==> src/rtl/uart_tx_periph_if.sv <==
`default_nettype none
// ============================================================================
// Module   : uart_tx_periph_if
// Purpose  : Bus-side signal bundle between the data-bus write decoder / read
//            multiplexer and the UART transmitter peripheral.
// Signals  : we_ctrl_i  - write-enable, control register (0x2020)
//            we_data_i  - write-enable, data register (0x2024)
//            wdata_i    - 32-bit CPU store data
//            ctrl_o     - control register readback {31'b0, send}
//            data_o     - data register readback {24'b0, data}
// Modports : master - decoder / CPU side, slave - peripheral side
// Revision : 1.0 - initial release
// ============================================================================
interface uart_tx_periph_if;
   logic        we_ctrl_i;
   logic        we_data_i;
   logic [31:0] wdata_i;
   logic [31:0] ctrl_o;
   logic [31:0] data_o;

   modport master (
      output we_ctrl_i,
      output we_data_i,
      output wdata_i,
      input  ctrl_o,
      input  data_o
   );

   modport slave (
      input  we_ctrl_i,
      input  we_data_i,
      input  wdata_i,
      output ctrl_o,
      output data_o
   );
endinterface
`default_nettype wire

==> src/rtl/uart_tx_periph.sv <==
`default_nettype none
// ============================================================================
// Module   : uart_tx_periph
// Purpose  : Memory-mapped UART transmitter. The CPU loads a byte into the
//            data register, then sets the send bit in the control register;
//            the byte is serialised LSB-first on tx_o and send clears when
//            the stop bit ends. Register writes are ignored while busy.
// Ports    : clk_i    - system clock, rising edge
//            rst_n_i  - asynchronous active-low reset
//            bus      - uart_tx_periph_if.slave (write enables, store data,
//                       ctrl/data readback)
//            tx_o     - registered serial line, idle high
// Params   : CLKS_PER_BIT - clock cycles per bit (>= 2)
// Options  : UART_PARITY_EN - when defined, an even parity bit is inserted
//            between the data bits and the stop bit (8E1 instead of 8N1).
// Revision : 1.0 - initial release
// ============================================================================
module uart_tx_periph #(
   parameter int CLKS_PER_BIT = 1042
) (
   input  wire logic         clk_i,
   input  wire logic         rst_n_i,
   uart_tx_periph_if.slave   bus,
   output      logic         tx_o
);

   localparam int c_CW = (CLKS_PER_BIT > 1) ? $clog2(CLKS_PER_BIT) : 1;
   localparam logic [c_CW-1:0] c_CNT_MAX = c_CW'(CLKS_PER_BIT - 1);

`ifdef UART_PARITY_EN
   typedef enum logic [2:0] {
      S_IDLE   = 3'd0,
      S_START  = 3'd1,
      S_DATA   = 3'd2,
      S_PARITY = 3'd3,
      S_STOP   = 3'd4
   } state_t;
`else
   typedef enum logic [1:0] {
      S_IDLE  = 2'd0,
      S_START = 2'd1,
      S_DATA  = 2'd2,
      S_STOP  = 2'd3
   } state_t;
`endif

   state_t          r_state;
   logic [c_CW-1:0] r_cnt;
   logic [2:0]      r_idx;
   logic [7:0]      r_shift;
   logic [7:0]      r_data;
   logic            r_send;
   logic            r_tx;

   logic            w_idle;
   logic            w_bit_end;
   logic            w_start;
   logic            w_data_wr;

   assign w_idle    = (r_state == S_IDLE);
   assign w_bit_end = (r_cnt == c_CNT_MAX);
   assign w_start   = w_idle && bus.we_ctrl_i && bus.wdata_i[0];
   // A control write in the same cycle takes precedence and drops the data
   // write, even when it does not start a frame.
   assign w_data_wr = w_idle && bus.we_data_i && !bus.we_ctrl_i;

   always_ff @(posedge clk_i or negedge rst_n_i) begin
      if (!rst_n_i) begin
         r_state <= S_IDLE;
         r_cnt   <= '0;
         r_idx   <= 3'd0;
         r_shift <= 8'h00;
         r_data  <= 8'h00;
         r_send  <= 1'b0;
         r_tx    <= 1'b1;
      end else begin
         if (w_data_wr) begin
            r_data <= bus.wdata_i[7:0];
         end

         case (r_state)
            S_IDLE: begin
               r_cnt <= '0;
               if (w_start) begin
                  // Line drops on the same edge that accepts the write.
                  r_send  <= 1'b1;
                  r_shift <= r_data;
                  r_tx    <= 1'b0;
                  r_state <= S_START;
               end
            end

            S_START: begin
               if (w_bit_end) begin
                  r_cnt   <= '0;
                  r_idx   <= 3'd0;
                  r_tx    <= r_shift[0];
                  r_shift <= {1'b0, r_shift[7:1]};
                  r_state <= S_DATA;
               end else begin
                  r_cnt <= r_cnt + 1'b1;
               end
            end

            S_DATA: begin
               if (w_bit_end) begin
                  r_cnt <= '0;
                  if (r_idx == 3'd7) begin
`ifdef UART_PARITY_EN
                     // Data register is frozen while busy, so it still
                     // holds the byte being sent.
                     r_tx    <= ^r_data;
                     r_state <= S_PARITY;
`else
                     r_tx    <= 1'b1;
                     r_state <= S_STOP;
`endif
                  end else begin
                     r_idx   <= r_idx + 3'd1;
                     r_tx    <= r_shift[0];
                     r_shift <= {1'b0, r_shift[7:1]};
                  end
               end else begin
                  r_cnt <= r_cnt + 1'b1;
               end
            end

`ifdef UART_PARITY_EN
            S_PARITY: begin
               if (w_bit_end) begin
                  r_cnt   <= '0;
                  r_tx    <= 1'b1;
                  r_state <= S_STOP;
               end else begin
                  r_cnt <= r_cnt + 1'b1;
               end
            end
`endif

            S_STOP: begin
               if (w_bit_end) begin
                  r_cnt   <= '0;
                  r_send  <= 1'b0;
                  r_state <= S_IDLE;
               end else begin
                  r_cnt <= r_cnt + 1'b1;
               end
            end

            default: begin
               r_cnt   <= '0;
               r_send  <= 1'b0;
               r_tx    <= 1'b1;
               r_state <= S_IDLE;
            end
         endcase
      end
   end

   assign bus.ctrl_o = {31'b0, r_send};
   assign bus.data_o = {24'b0, r_data};
   assign tx_o       = r_tx;

   // Upper store-data bits carry no meaning for either register.
   logic w_unused_wdata;
   assign w_unused_wdata = &{1'b0, bus.wdata_i[31:8]};

endmodule
`default_nettype wire

==> src/flat_wrapper.sv <==
// flat-port wrapper written by rule: the top's interface ports become plain ports
module uart_tx_periph_flat 
#(
   parameter int CLKS_PER_BIT = 1042
)
  (clk_i, rst_n_i, tx_o, bus_we_ctrl_i, bus_we_data_i, bus_wdata_i, bus_ctrl_o, bus_data_o);
  uart_tx_periph_if bus_i ();
  input  wire logic clk_i;
  input  wire logic rst_n_i;
  output      logic tx_o;
  input wire logic [$bits(bus_i.we_ctrl_i)-1:0] bus_we_ctrl_i;
  input wire logic [$bits(bus_i.we_data_i)-1:0] bus_we_data_i;
  input wire logic [$bits(bus_i.wdata_i)-1:0] bus_wdata_i;
  output wire logic [$bits(bus_i.ctrl_o)-1:0] bus_ctrl_o;
  output wire logic [$bits(bus_i.data_o)-1:0] bus_data_o;
  assign bus_i.we_ctrl_i = bus_we_ctrl_i;
  assign bus_i.we_data_i = bus_we_data_i;
  assign bus_i.wdata_i = bus_wdata_i;
  assign bus_ctrl_o = bus_i.ctrl_o;
  assign bus_data_o = bus_i.data_o;
  uart_tx_periph #(.CLKS_PER_BIT(CLKS_PER_BIT)) u_core (.clk_i(clk_i), .rst_n_i(rst_n_i), .bus(bus_i), .tx_o(tx_o));
endmodule
==> config.mk <==
export PLATFORM = sky130hd
export DESIGN_NAME = uart_tx_periph_flat
export DESIGN_NICKNAME = d
export VERILOG_FILES = /design/src/rtl/uart_tx_periph_if.sv /design/src/rtl/uart_tx_periph.sv /design/src/flat_wrapper.sv
export SDC_FILE = /design/constraint.sdc
export NUM_CORES = 1
export LEC_CHECK = 0
export ABC_AREA = 1
export BUFFER_PORTS_ARGS = -buffer_cell sky130_fd_sc_hd__buf_2
export CELL_PAD_IN_SITES_DETAIL_PLACEMENT = 1
export CELL_PAD_IN_SITES_GLOBAL_PLACEMENT = 2
export CORE_MARGIN = 10
export CORE_UTILIZATION = 24
export CTS_CLUSTER_DIAMETER = 100
export DETAILED_ROUTE_END_ITERATION = 16
export PLACE_DENSITY = 0.84
export SETUP_SLACK_MARGIN = 0.15
export SYNTH_ARGS = -nofsm -noshare
export SYNTH_HDL_FRONTEND = slang
export SYNTH_SLANG_ARGS = --single-unit
==> constraint.sdc <==
create_clock -name clk_i -period 1.55 [get_ports clk_i]
set_input_delay 0.0775 -clock clk_i [delete_from_list [all_inputs] [get_ports clk_i]]
set_output_delay 0.0775 -clock clk_i [all_outputs]
set_load 0.02 [all_outputs]
-- Word-level counts from Yosys, hierarchy flattened
Cells that the tools add are included.
Widths: inputs -> output; s select.
- $add $sub $neg: 2
- equality and inequality tests: 11
- multiplexer cells: 25
- reduce and logical (&&, ||, !) cells: 15
- operator list (cell ; number):
    $mux 8 ; 4
    $pmux 8 s3 ; 1
    $pmux 11 s2 ; 1
    $add 11x1->11 const B ; 1
    $eq 11x11->1 const B ; 1
    $mux 11 ; 1
    $mux 2 ; 5
    $reduce_and 5->1 ; 2
    $mux 3 ; 3
    $ne 2x1->1 const B ; 4
    $pmux 2 s4 ; 1
    $reduce_and 4->1 ; 2
    $mux 1 ; 6
    $pmux 3 s2 ; 1
    $eq 2x2->1 const B ; 2
    $logic_and 1x1->1 ; 4
    $ne 2x2->1 const B ; 2
    $reduce_bool 2->1 ; 2
    $add 3x1->3 const B ; 1
    $eq 3x3->1 const B ; 1
    $pmux 1 s3 ; 1
    $reduce_and 3->1 ; 1
    $reduce_bool 3->1 ; 1
    $reduce_or 3->1 ; 1
    4 further kinds ; 4
- register bits: 34
- output and inout bits: 65

-- Longest topological paths before layout
- depth in word-level cells: 5
- mapped depth: 10
- depth with buffers taken out: 9

-- Worst setup path before layout
OpenSTA, ideal clock, no wires.
- path kind: register -> register
- from: register u_core.r_state[0]
- to: register u_core.r_shift[0]
- library setup time: 122 ps
- arrival: 1426 ps
- required time: 1428 ps
- setup slack: 2 ps
- stages on the path, launching flop included: 6
- buffers on the path: 1
- clock period less this slack: 1548 ps
- path through: dfrtp_1 > inv_1 > ha_1 > clkbuf_1 > mux2i_1 > o21ai_2
- word-level cells in the longest chain between the ends: 5
- elaborated cells between the ends (all ways): 12
- those cells by class: eq/ne: 6; mux: 1; reduce/logical: 5
- RTL lines (element ; RTL line ; text):
    start, declared ; uart_tx_periph.sv:47 ; state_t r_state;
    start signal, assigned ; uart_tx_periph.sv:69 ; r_state <= S_IDLE;
    start signal, assigned ; uart_tx_periph.sv:89 ; r_state <= S_START;
    start signal, assigned ; uart_tx_periph.sv:99 ; r_state <= S_DATA;
    $logic_not 2->1 ; uart_tx_periph.sv:60, uart_tx_periph.sv:81 ;
    $logic_and 1x1->1 (2 in a row) ; uart_tx_periph.sv:62 ; assign w_start = w_idle && bus.we_ctrl_i && bus.wdata_i[0];
    $ne 2x2->1 (no source line) ; n/a ;
    $reduce_and 5->1 (no source line) ; n/a ;
    end signal, assigned ; uart_tx_periph.sv:87 ; r_shift <= r_data;
    end signal, assigned ; uart_tx_periph.sv:98 ; r_shift <= {1'b0, r_shift[7:1]};
    end signal, assigned ; uart_tx_periph.sv:121 ; r_shift <= {1'b0, r_shift[7:1]};
    end, declared ; uart_tx_periph.sv:50 ; logic [7:0] r_shift;
Parallel ways exist; a longest one is shown, timed or not.
A chain may end at the register's enable or synchronous reset.

-- Worst setup path after layout
- from: register u_core.r_state[0]
- to: register u_core.r_shift[6]
Same word-level chain as after synthesis.

==> results.py <==
metrics = {
    "placement": {
        "gp_congestion": 0.744,
        "pre_cts_slack_ns": -0.00241,
        "io_buffers": 21,
        "hpwl_mm": 3.59,
    },
    "route": {
        "wl_per_cell_um": 13.1,
        "vias_per_cell": 3.89,
        "vias": 1603,
        "ant_nets": 0,
        "routed_wl_mm": 5.39,
        "dr.pass1.iters": 4,
        "drt_iter0_markers": 20,
        "drcViolationCount": 0,
    },
    "global_route": {
        "grt_pass1_vias": 1717,
        "grt_pass1_wl_mm": 8.22,
        "grt_overflow": 0,
        "grt_max_degree": 35,
        "grt_antenna_before_repair": 0,
        "grtUsageTotal_pct": 7.48,
    },
    "final_layout": {
        "postLayoutCoreUtil_pct": 30.9,
        "area_growth_pct": 27.2,
        "nNetsFinal": 345,
        "drive_gt1_share_pct": 41.2,
        "n_antenna_cell": 0,
        "nFillCells": 1090,
    },
    "logic_synthesis": {
        "synth_area_per_cell_um2": 8.93,
        "ys_types": 30,
        "synth_edf_count": 0,
        "synth_top_area_share_pct": 37.3,
        "yosysTopAreaCell": "dfrtp_1",
        "yosysWarnings": 0,
        "netlist_top_cells_area": "dfrtp_1 (37%), buf_4 (19%), nand2_1 (6.9%), ha_1 (5.1%), inv_1 (3.9%)",
        "ys_top_cells_by_count": "buf_4 (56), nand2_1 (41), dfrtp_1 (33)",
        "synth_ff_type": "dfrtp_1",
        "synth_most_common_cell": "buf_4",
        "async_flop_share_pct": 100,
        "syn_area_mm2": 0.00222,
        "ys_seq_area_share_pct": 38.5,
        "ys_ff_latch": 34,
        "synth_cells": 248,
    },
    "floorplanning": {
        "row_count": 35,
        "top_level_ports": 101,
        "core_area_mm2": 0.00911,
        "die_h_um": 116,
        "start_util_pct": 24.3,
        "die_area_mm2": 0.0135,
        "die_x_um": 116,
    },
    "clock_network": {
        "clk_path_buf_depth": 2,
        "numCtsBuffers": 5,
        "cts_tree": "built",
        "h-tree-depth": 2,
        "cts_sinks": 34,
        "clk_pin_slew_ns": 0.08,
        "cts_root_buf": "clkbuf_8",
        "insertion_delay_ns": 0.29,
    },
    "sta": {
        "hold_viol_final": 0,
        "final.setup.tns_ns": 0,
        "period_needed_ns": 1.53,
        "fmax_mhz": 652,
        "fin_crit_sh_pct": 99.0,
        "skew_ns": 0.0103,
        "slew_viol_final": 0,
        "rsz0062_at_grt": "yes",
        "final.setup.worst_slack_ns": 0.0156,
        "setup_viol": 0,
        "hold_ws_ns": 0.0139,
    },
    "worst_setup_path": {
        "rr_startpoint": "u_core.r_state[0]$_DFFE_PN0P_",
        "r2r_slack_ns": 0.02,
        "r2r-end": "u_core.r_shift[6]$_DFFE_PN0P_",
        "critPathMaxFanout": 8,
        "crit_path_start_kind": "flip-flop",
        "required_ns": 1.73,
        "criticalPathCategory": "flip-flop to flip-flop",
        "worstRegToRegCells": 9,
        "crit_arrival_ns": 1.72,
        "cp-end-kind": "flip-flop",
    },
    "run_status": {
        "outcome": "finished clean",
    },
    "min_path": {
        "whs_path_depth": 2,
        "min_to": "u_core.r_data[1]$_DFFE_PN0P_",
        "hp-start": "bus_wdata_i[1]",
        "min_path_type": "primary input to flip-flop",
    },
    "power_and_ir_drop": {
        "power_mw": 5.15,
        "vdd.ir_drop.worst_v": 0.00117,
        "power_leakage_nw": 1.39,
        "power_density_mw_per_mm2": 1830,
    },
    "run": {
        "cap_violations": 0,
    },
}
==> cells by family (layout without fill, tap and decap cells) <==
group	Yosys count	in the layout	share of synthesized area, %
simple gates	84	85	18.5
buf+inv	83	81	23.9
flops	34	34	38.5
compound gates	21	21	6.38
mux	14	14	6.72
fa+ha+maj	9	9	5.08
xor+xnor	2	2	0.791
other cells	1	55	0.169
==> sequential cells by signal, indices dropped and copies added (netlist names) <==
register,cells
u_core.r_cnt,11
u_core.r_idx,3
u_core.r_state,2
u_core.r_data,8
u_core.tx_o,1
u_core.r_shift,8
u_core.r_send,1
==> cells in the final DEF (no fill, tap or decap), drive strengths merged, types with 5 or more instances in the layout <==
| cell type | instances |
|---|---|
| mux2 | 7 |
| conb | 55 |
| mux2i | 7 |
| dfrtp | 33 |
| buf | 47 |
| clkbuf | 6 |
| o21ai | 15 |
| nor2 | 19 |
| nor3 | 6 |
| nand2 | 47 |
| inv | 25 |
| a21oi | 5 |
| ha | 9 |
| nand3 | 9 |
==> per-layer routing <==
layer	track usage [%]	routed length, um	vias to the layer above
li1	-	-	779
met1	8.63	2180	774
met2	12.8	2850	45
met3	2.38	321	5
met4	2.50	44	0
met5	0	0	-
==> worst max-delay path by stage <==
stage,start,endpoint,slack [ns],depth (start not counted)
5_1_grt,u_core.r_state[0]$_DFFE_PN0P_,u_core.r_shift[2]$_DFFE_PN0P_,-0.07,9
2_1_floorplan,u_core.r_idx[0]$_DFFE_PN0P_,u_core.r_shift[5]$_DFFE_PN0P_,0.15,9
3_5_place_dp,u_core.r_state[0]$_DFFE_PN0P_,u_core.r_state[1]$_DFFE_PN0P_,-0.002,8
3_3_place_gp,u_core.r_idx[1]$_DFFE_PN0P_,u_core.r_idx[0]$_DFFE_PN0P_,0.004,8
4_1_cts,u_core.r_idx[0]$_DFFE_PN0P_,u_core.r_shift[2]$_DFFE_PN0P_,0.06,9
6_report,u_core.r_state[0]$_DFFE_PN0P_,u_core.r_shift[6]$_DFFE_PN0P_,0.02,9
==> critical path: stages, from the launching register on <==
cell,delay (ns)
dfrtp_1,0.42
inv_2,0.10
ha_4,0.19
o21ai_4,0.07
inv_2,0.07
nor3_4,0.20
buf_6,0.14
nand2_8,0.09
nand2_2,0.08
o21ai_2,0.04
==> area by class of cell <==
class                           instances  area (um2)  area share (%)
Timing Repair Buffer                   48         329            11.7
Clock inverter                          2        12.5           0.444
Inverter                               25        96.3            3.42
Multi-Input combinational cell        186        1310            46.3
Sequential cell                        34         855            30.3
Tap cell                              111         139            4.93
Clock buffer                            6        82.6            2.93
==> repair_timing <==
item                       4_1_cts  5_1_grt
setup endpoints to repair       22       30
pin swaps                       12       10
setup buffers                    8       13
hold buffers                     1        0
hold endpoints to repair        33        0
gates cloned                     2        0
resized for setup               31       32
==> per-stage QoR <==
| stage | cells | cell area, um2 |
|---|---|---|
| finish | 412 | 2820 |
| global route | 412 | 2820 |
| CTS | 399 | 2600 |
| detailed placement | 380 | 2300 |
| global placement | 380 | 2300 |
| floorplan | 302 | 2460 |
==> power breakdown <==
| group | total, mW | internal (mW) | switching, mW |
|---|---|---|---|
| Clock | 0.699 | 0.357 | 0.342 |
| Sequential | 1.46 | 1.20 | 0.260 |
| Combinational | 3.00 | 1.29 | 1.70 |
| Total | 5.15 | 2.85 | 2.30 |
(Power assumes the default switching activity.)
